==> src/rtl/pipe_ctrl_if.sv <==
// Handshake bundle between the five-stage pipeline and its control unit:
// per-stage stall requests, multi-cycle EX sequencing and exception flush.
interface pipe_ctrl_if;
  logic        stallreq_if;
  logic        stallreq_id;
  logic        stallreq_ex;
  logic        stallreq_mem;
  logic        ex_mc_start;
  logic [5:0]  ex_mc_cycles;
  logic        flush_req;
  logic [31:0] flush_pc;
  logic [5:0]  stall;
  logic        ex_mc_done;
  logic        flush;
  logic [31:0] new_pc;
  logic [31:0] stall_cycles;

  // Pipeline side: raises requests, consumes stall/flush/redirect.
  modport master (
    output stallreq_if, stallreq_id, stallreq_ex, stallreq_mem,
    output ex_mc_start, ex_mc_cycles, flush_req, flush_pc,
    input  stall, ex_mc_done, flush, new_pc, stall_cycles
  );

  // Control unit side.
  modport slave (
    input  stallreq_if, stallreq_id, stallreq_ex, stallreq_mem,
    input  ex_mc_start, ex_mc_cycles, flush_req, flush_pc,
    output stall, ex_mc_done, flush, new_pc, stall_cycles
  );
endinterface

==> src/rtl/pipe_ctrl.sv <==
// Pipeline control unit: merges stage stall requests into one stall vector
// (bit0 PC .. bit5 WB, 1 = hold), sequences multi-cycle EX operations,
// turns exception requests into a one-cycle flush plus redirect PC, and
// counts stalled cycles (saturating) for performance monitoring.
module pipe_ctrl (
  input  logic      clk,
  input  logic      rst_n,
  pipe_ctrl_if.slave bus
);

  typedef enum logic [1:0] {
    RUN     = 2'd0,
    MC_WAIT = 2'd1,
    MC_DONE = 2'd2,
    FLUSH   = 2'd3
  } state_t;

  state_t      state_r;
  logic [5:0]  cnt_r;
  logic [31:0] new_pc_r;
  logic [31:0] stall_cycles_r;
  logic        ex_mc_done_r;
  logic        flush_r;

  logic        mc_accept_s;
  logic        req_ex_s;
  logic [5:0]  mc_len_s;
  logic [5:0]  stall_s;

  // A start pulse only counts in RUN; a simultaneous flush kills it.
  always_comb begin
    mc_accept_s = 1'b0;
    if ((state_r == RUN) && bus.ex_mc_start && !bus.flush_req) begin
      mc_accept_s = 1'b1;
    end else begin
      mc_accept_s = 1'b0;
    end
  end

  // Operation length with zero treated as a single cycle.
  always_comb begin
    mc_len_s = bus.ex_mc_cycles;
    if (bus.ex_mc_cycles == 6'd0) begin
      mc_len_s = 6'd1;
    end else begin
      mc_len_s = bus.ex_mc_cycles;
    end
  end

  // EX-level hold: explicit request, a freshly accepted or running MC op.
  always_comb begin
    req_ex_s = 1'b0;
    if (bus.stallreq_ex || mc_accept_s || (state_r == MC_WAIT)) begin
      req_ex_s = 1'b1;
    end else begin
      req_ex_s = 1'b0;
    end
  end

  // Stall vector: flush overrides all, FLUSH state releases all, otherwise
  // the deepest requesting stage wins.
  always_comb begin
    stall_s = 6'b000000;
    if (!rst_n) begin
      stall_s = 6'b000000;
    end else if (bus.flush_req) begin
      stall_s = 6'b111111;
    end else if (state_r == FLUSH) begin
      stall_s = 6'b000000;
    end else if (bus.stallreq_mem) begin
      stall_s = 6'b011111;
    end else if (req_ex_s) begin
      stall_s = 6'b001111;
    end else if (bus.stallreq_id) begin
      stall_s = 6'b000111;
    end else if (bus.stallreq_if) begin
      stall_s = 6'b000011;
    end else begin
      stall_s = 6'b000000;
    end
  end

  // Control FSM with registered done/flush/redirect outputs.
  always_ff @(posedge clk) begin
    if (!rst_n) begin
      state_r      <= RUN;
      cnt_r        <= 6'd0;
      new_pc_r     <= 32'd0;
      ex_mc_done_r <= 1'b0;
      flush_r      <= 1'b0;
    end else if (bus.flush_req) begin
      state_r      <= FLUSH;
      cnt_r        <= 6'd0;
      new_pc_r     <= bus.flush_pc;
      ex_mc_done_r <= 1'b0;
      flush_r      <= 1'b1;
    end else begin
      flush_r <= 1'b0;
      case (state_r)
        RUN: begin
          if (mc_accept_s) begin
            cnt_r <= mc_len_s - 6'd1;
            if (mc_len_s == 6'd1) begin
              state_r      <= MC_DONE;
              ex_mc_done_r <= 1'b1;
            end else begin
              state_r      <= MC_WAIT;
              ex_mc_done_r <= 1'b0;
            end
          end else begin
            state_r      <= RUN;
            ex_mc_done_r <= 1'b0;
          end
        end
        MC_WAIT: begin
          // Counts down regardless of other stalls: the unit keeps working.
          cnt_r <= cnt_r - 6'd1;
          if (cnt_r == 6'd1) begin
            state_r      <= MC_DONE;
            ex_mc_done_r <= 1'b1;
          end else begin
            state_r      <= MC_WAIT;
            ex_mc_done_r <= 1'b0;
          end
        end
        MC_DONE: begin
          // Result is consumed only when EX is free to advance.
          if (!stall_s[3]) begin
            state_r      <= RUN;
            ex_mc_done_r <= 1'b0;
          end else begin
            state_r      <= MC_DONE;
            ex_mc_done_r <= 1'b1;
          end
        end
        FLUSH: begin
          state_r      <= RUN;
          ex_mc_done_r <= 1'b0;
        end
        default: begin
          state_r      <= RUN;
          cnt_r        <= 6'd0;
          ex_mc_done_r <= 1'b0;
        end
      endcase
    end
  end

  // Saturating count of cycles in which any stage was held.
  always_ff @(posedge clk) begin
    if (!rst_n) begin
      stall_cycles_r <= 32'd0;
    end else if ((stall_s != 6'b000000) && (stall_cycles_r != 32'hFFFF_FFFF)) begin
      stall_cycles_r <= stall_cycles_r + 32'd1;
    end else begin
      stall_cycles_r <= stall_cycles_r;
    end
  end

  assign bus.stall        = stall_s;
  assign bus.ex_mc_done   = ex_mc_done_r;
  assign bus.flush        = flush_r;
  assign bus.new_pc       = new_pc_r;
  assign bus.stall_cycles = stall_cycles_r;

endmodule

==> src/flat_wrapper.sv <==
// flat-port wrapper written by rule: the top's interface ports become plain ports
module pipe_ctrl_flat 
  (clk, rst_n, bus_stallreq_if, bus_stallreq_id, bus_stallreq_ex, bus_stallreq_mem, bus_ex_mc_start, bus_ex_mc_cycles, bus_flush_req, bus_flush_pc, bus_stall, bus_ex_mc_done, bus_flush, bus_new_pc, bus_stall_cycles);
  pipe_ctrl_if bus_i ();
  input  logic clk;
  input  logic rst_n;
  input wire logic [$bits(bus_i.stallreq_if)-1:0] bus_stallreq_if;
  input wire logic [$bits(bus_i.stallreq_id)-1:0] bus_stallreq_id;
  input wire logic [$bits(bus_i.stallreq_ex)-1:0] bus_stallreq_ex;
  input wire logic [$bits(bus_i.stallreq_mem)-1:0] bus_stallreq_mem;
  input wire logic [$bits(bus_i.ex_mc_start)-1:0] bus_ex_mc_start;
  input wire logic [$bits(bus_i.ex_mc_cycles)-1:0] bus_ex_mc_cycles;
  input wire logic [$bits(bus_i.flush_req)-1:0] bus_flush_req;
  input wire logic [$bits(bus_i.flush_pc)-1:0] bus_flush_pc;
  output wire logic [$bits(bus_i.stall)-1:0] bus_stall;
  output wire logic [$bits(bus_i.ex_mc_done)-1:0] bus_ex_mc_done;
  output wire logic [$bits(bus_i.flush)-1:0] bus_flush;
  output wire logic [$bits(bus_i.new_pc)-1:0] bus_new_pc;
  output wire logic [$bits(bus_i.stall_cycles)-1:0] bus_stall_cycles;
  assign bus_i.stallreq_if = bus_stallreq_if;
  assign bus_i.stallreq_id = bus_stallreq_id;
  assign bus_i.stallreq_ex = bus_stallreq_ex;
  assign bus_i.stallreq_mem = bus_stallreq_mem;
  assign bus_i.ex_mc_start = bus_ex_mc_start;
  assign bus_i.ex_mc_cycles = bus_ex_mc_cycles;
  assign bus_i.flush_req = bus_flush_req;
  assign bus_i.flush_pc = bus_flush_pc;
  assign bus_stall = bus_i.stall;
  assign bus_ex_mc_done = bus_i.ex_mc_done;
  assign bus_flush = bus_i.flush;
  assign bus_new_pc = bus_i.new_pc;
  assign bus_stall_cycles = bus_i.stall_cycles;
  pipe_ctrl u_core (.clk(clk), .rst_n(rst_n), .bus(bus_i));
endmodule
==> config.mk <==
export PLATFORM = sky130hd
export DESIGN_NAME = pipe_ctrl_flat
export DESIGN_NICKNAME = d
export VERILOG_FILES = /design/src/rtl/pipe_ctrl_if.sv /design/src/rtl/pipe_ctrl.sv /design/src/flat_wrapper.sv
export SDC_FILE = /design/constraint.sdc
export NUM_CORES = 1
export LEC_CHECK = 0
export BUFFER_PORTS_ARGS = -buffer_cell sky130_fd_sc_hd__buf_2
export CORE_UTILIZATION = 49
export CTS_CLUSTER_SIZE = 8
export DETAILED_ROUTE_END_ITERATION = 10
export GPL_TIMING_DRIVEN = 0
export PLACE_DENSITY = 0.88
export SYNTH_ARGS = -nofsm -noshare
export SYNTH_HDL_FRONTEND = slang
export SYNTH_SLANG_ARGS = --single-unit
==> constraint.sdc <==
create_clock -name clk -period 5.4 [get_ports clk]
set_clock_uncertainty 0.15 [all_clocks]
set_input_delay 1.08 -clock clk [delete_from_list [all_inputs] [get_ports clk]]
set_output_delay 1.08 -clock clk [all_outputs]
set_load 0.01 [all_outputs]
# Yosys cells after proc, flatten, opt, wreduce, memory -nomap -nowiden
# Index checks and enable logic that the tools add are counted.
[totals]
input_bits = 46
elab_cells = 53
output_inout_bits = 72
reg_bits = 74
[classes]
n_reduce_logical = 12
add_sub_neg = 3
mux = 24
eq_ne = 7
n_bitwise = 1
[op_table]
columns = ["cell", "count"]
rows = [
  ["$mux 6", 8],
  ["$add 32x1->32 const B", 1],
  ["$ne 32x32->1 const B", 1],
  ["$eq 6x1->1 const B", 2],
  ["$mux 2", 6],
  ["$pmux 6 s2", 1],
  ["$sub 6x1->6 const B", 2],
  ["$pmux 2 s4", 1],
  ["$mux 1", 7],
  ["$logic_not 6->1", 1],
  ["$reduce_bool 6->1", 1],
  ["$eq 2x2->1 const B", 2],
  ["$pmux 1 s4", 1],
  ["$logic_and 1x1->1", 3],
  ["$eq 2x1->1 const B", 1],
  ["$logic_not 2->1", 1],
  ["$logic_or 1x1->1", 2],
  ["$ne 2x1->1 const B", 1],
  ["$reduce_and 2->1", 1],
  ["$reduce_bool 2->1", 1],
  ["$reduce_or 2->1", 1],
  ["$logic_not 1->1", 1],
  ["$not 1->1", 1],
]

# Depth between registers and ports, before layout
[logic_depth]
depth_word = 15
mapped_depth = 9
depth_no_buf = 8

# Worst setup path before layout
# Ideal clock, no wire load.
[synth_timing]
path_kind = "input to output"
startpoint = "input bus_flush_req"
endpoint = "output bus_stall[2]"
cell_stages = 6
arrival_ps = 2262
path_slack_ps = 1908
n_path_buf = 1
cell_sequence = "buf_2 -> nand2b_1 -> o21a_1 -> a22o_1 -> a21oi_1 -> a31o_2"
[synth_between]
elab_chain_cells = 11
[synth_lines]
columns = ["item", "line_no", "source"]
rows = [
  ["start, declared", "flat_wrapper.sv:13", "input wire logic [$bits(bus_i.flush_req)-1:0] bus_flush_req;"],
  ["$logic_not 1->1", "pipe_ctrl.sv:33", "if ((state_r == RUN) && bus.ex_mc_start && !bus.flush_req) begin"],
  ["$logic_and 1x1->1", "pipe_ctrl.sv:33", ""],
  ["$mux 1", "pipe_ctrl.sv:33", ""],
  ["$logic_or 1x1->1 (2 in series)", "pipe_ctrl.sv:53", "if (bus.stallreq_ex || mc_accept_s || (state_r == MC_WAIT)) begin"],
  ["$mux 1", "pipe_ctrl.sv:53", ""],
  ["$mux 6", "pipe_ctrl.sv:72", "end else if (req_ex_s) begin"],
  ["$mux 6", "pipe_ctrl.sv:70", "end else if (bus.stallreq_mem) begin"],
  ["$mux 6", "pipe_ctrl.sv:68", "end else if (state_r == FLUSH) begin"],
  ["$mux 6 (*)", "pipe_ctrl.sv:66", "end else if (bus.flush_req) begin"],
  ["$mux 6 (*)", "pipe_ctrl.sv:64", "if (!rst_n) begin"],
  ["end, declared", "flat_wrapper.sv:15", "output wire logic [$bits(bus_i.stall)-1:0] bus_stall;"],
]
# Mark *: on every way between the ends. The rest lies on a longest branch, timed or not.

# Final worst setup path
[layout_timing]
startpoint = "input rst_n"
endpoint = "output bus_stall[1]"
[layout_between]
elab_chain_cells = 1
[layout_lines]
columns = ["item", "line_no", "source"]
rows = [
  ["start, declared", "flat_wrapper.sv:6", "input logic rst_n;"],
  ["$mux 6", "pipe_ctrl.sv:64", ""],
]
# No other way between the ends.

==> results.py <==
metrics = {
    "sta": {
        "worst_slack_ns": 1.55,
        "finalHoldViolations": 0,
        "timing.setup.tns_ns": 0,
        "setup-violations-final": 0,
        "period_share": 0.713,
        "final-max-slew-violation-count": 0,
        "rsz0062_at_grt": "no",
        "clock.fmax_mhz": 260,
        "slew_headroom": 0.452,
        "layout_min_cycle_time_ns": 3.85,
        "tightest_slew_ns": 0.816,
    },
    "die": {
        "fp.dieH_microns": 86.5,
        "core_sq_um": 6830,
        "rows": 30,
        "die_area_sq_um": 7480,
        "ios": 118,
        "start_util": 0.512,
        "die_w_microns": 86.5,
    },
    "global_route": {
        "antenna_found_initial": 0,
        "grt_pass1_vias": 3274,
        "grt_usage": 0.251,
        "grt_util_met3": 0.0610,
        "use_met2": 0.432,
        "met1_usage": 0.296,
        "grt_busiest_layer": "met2",
        "grt_overflow_total": 0,
        "grt_max_degree": 16,
        "grt_pass1_wl_mm": 14.7,
    },
    "drt": {
        "drt_iter0_drc": 149,
        "via_per_inst": 5.62,
        "route.final.wire_length_mm": 9.35,
        "dr.pass1.iters": 4,
        "ant_nets": 0,
        "route.detailed.drc": 0,
        "post_drt_wl_per_cell_microns": 14.9,
        "num_vias": 3521,
    },
    "clocking": {
        "cts_setup_buffers": 0,
        "clk_latency_ns": 0.35,
        "cts.sinks": 74,
        "hold_buffers": 0,
        "cts_buffer_depth": 2,
        "tritoncts": "done",
        "htreeDepth": 3,
        "cts-buffers-inserted": 9,
        "root_buffer": "clkbuf_8",
        "cts-resized-gates": 0,
        "clkSlewWorstSetupHoldPaths_ns": 0.08,
    },
    "power_and_ir_drop": {
        "p_comb_frac": 0.121,
        "ir_drop_v": 0.000155,
        "powerDensity_nw_per_um2": 267,
        "power_frac_seq": 0.493,
        "leakage_uw": 0.00194,
        "netSwitchingFraction": 0.279,
        "p_clk_frac": 0.386,
        "p_switching_uw": 328,
        "p_int_uw": 847,
    },
    "placed_design": {
        "dp_slack_ns": 1.58,
        "hpwl_mm": 6.96,
        "port_buffers": 116,
        "dp.cells": 611,
        "place_congestion": 0.884,
    },
    "finish": {
        "layoutNonFillerInstCount": 627,
        "syn_to_final_growth_pct": 25.9,
        "diodes": 0,
        "postLayoutCoreUtil": 0.645,
        "mostFrequentLayoutCells": "119 x buf_2, 74 x dfxtp_1, 50 x nor2_1",
        "final_common_cell": "buf_2",
        "drive_above_1_share": 0.281,
        "nets": 577,
    },
    "run_status": {
        "status": "finished, final reports clean",
    },
    "synth": {
        "synth-seq-area-share": 0.423,
        "synth_nets": 450,
        "ys.flop_type": "dfxtp_1",
        "synthesis.area_sq_um": 3500,
        "synth_largest_area_cell": "dfxtp_1",
        "synth_seq_cells": 74,
        "synthArstFlopShare": 0,
        "synthCells": 399,
        "synth_area_leaders": "dfxtp_1 42%, mux2i_1 12%, nor2_1 5.4%, nand2_1 4.0%, a21oi_1 3.6%",
        "synth_cell_type_count": 44,
        "synth_edf_count": 0,
        "synth_area_per_cell_sq_um": 8.77,
        "yosys_warnings": 0,
        "synth_top_cell_area_share": 0.423,
    },
    "worst_setup_path": {
        "crit_fanout": 10,
        "start_kind": "input pin",
        "ff2ff_path_depth": 9,
        "end_kind": "primary output",
        "arrival_ns": 2.62,
        "critical_path_required_ns": 4.17,
        "worstSetupPathType": "input pin to primary output",
    },
    "worst_hold_path": {
        "whs_path_depth": 2,
        "min_path_type": "flop to flop",
    },
    "job": {
        "max_cap_violations": 0,
    },
}
==> worst max-delay path, stage by stage <==
cell and delay (ns):
buf_2 0.16, a211oi_1 0.32, o2111ai_2 0.25, nand2_1 0.18, buf_2 0.23, inv_1 0.13, buf_4 0.14, buf_2 0.13
==> stage by stage <==
step	instance area, sq um	hold WS [ns]	total power [uW]
floorplan	3500	0.319	674
global placement	4200	0.315	725
detailed placement	4200	0.331	733
CTS	4410	0.351	1180
global route	4410	0.373	1220
finish	4410	0.347	1170
==> logic make-up (layout without fill, tap and decap cells) <==
| group | count (synthesis) | after routing | share of synthesized area |
|---|---|---|---|
| AND/OR/NAND/NOR | 169 | 169 | 0.247 |
| AO/OA/AOI/OAI | 74 | 74 | 0.145 |
| flip-flops | 74 | 74 | 0.423 |
| multiplexers | 43 | 43 | 0.123 |
| buffers and inverters | 32 | 164 | 0.0386 |
| adder cells (fa/ha/maj) | 5 | 5 | 0.0179 |
| XOR/XNOR | 2 | 2 | 0.00501 |
==> final cells by class <==
cell class / count / area, sq um
Sequential cell: 74 / 1480
Fill cell: 583 / 2430
Clock inverter: 7 / 81.3
Multi-Input combinational cell: 293 / 1880
Tap cell: 96 / 120
Buffer: 22 / 97.6
Inverter: 10 / 37.5
Clock buffer: 9 / 124
Timing Repair Buffer: 116 / 581
==> final timing paths <==
kind,startpoint,slack (ns),end
setup / recovery,rst_n,1.55,bus_stall[1]
hold / removal,u_core.bus.new_pc[5],0.35,u_core.bus.new_pc[5]
setup reg to reg,u_core.bus.stall_cycles[0],2.88,u_core.bus.stall_cycles[1]
hold reg to reg,u_core.bus.new_pc[5],0.35,u_core.bus.new_pc[5]
==> synth_stat cells (5+ instances only) <==
library cell  count
dfxtp_1          74
clkbuf_1         10
o41ai_1           6
a21oi_1          25
or4_1            12
nor3_1           11
nor2_1           50
o21ai_0           6
nand3_1          18
o311ai_0          7
nand2b_1         10
mux2i_1          42
inv_1             9
ha_1              5
nand4_1           7
buf_1             6
o31ai_1          12
nand2_1          37
==> metal layers <==
layer  up-vias  routed length [microns]  part of all wire
met2       145                     4650              0.50
met3        22                      572             0.061
met1      1645                     3920              0.42
met5         -                        0                 0
met4         0                      210             0.022
li1       1709                        -                 -
==> registers in the layout, indices dropped and copies added, names as in the netlist <==
signal,cells
u_core.bus.flush,1
u_core.state_r,2
u_core.cnt_r,6
u_core.bus.new_pc,32
u_core.bus.stall_cycles,32
u_core.bus.ex_mc_done,1
==> power groups by stage <==
stage | registers (uW) | logic [uW] | clock network [uW]
2_1_floorplan | 599 | 75.2 | 0
3_3_place_gp | 590 | 135 | 0
3_5_place_dp | 592 | 141 | 0
4_1_cts | 579 | 141 | 460
5_1_grt | 583 | 156 | 482
6_report | 580 | 142 | 453
No activity file was read; power rests on OpenSTA's default activity.
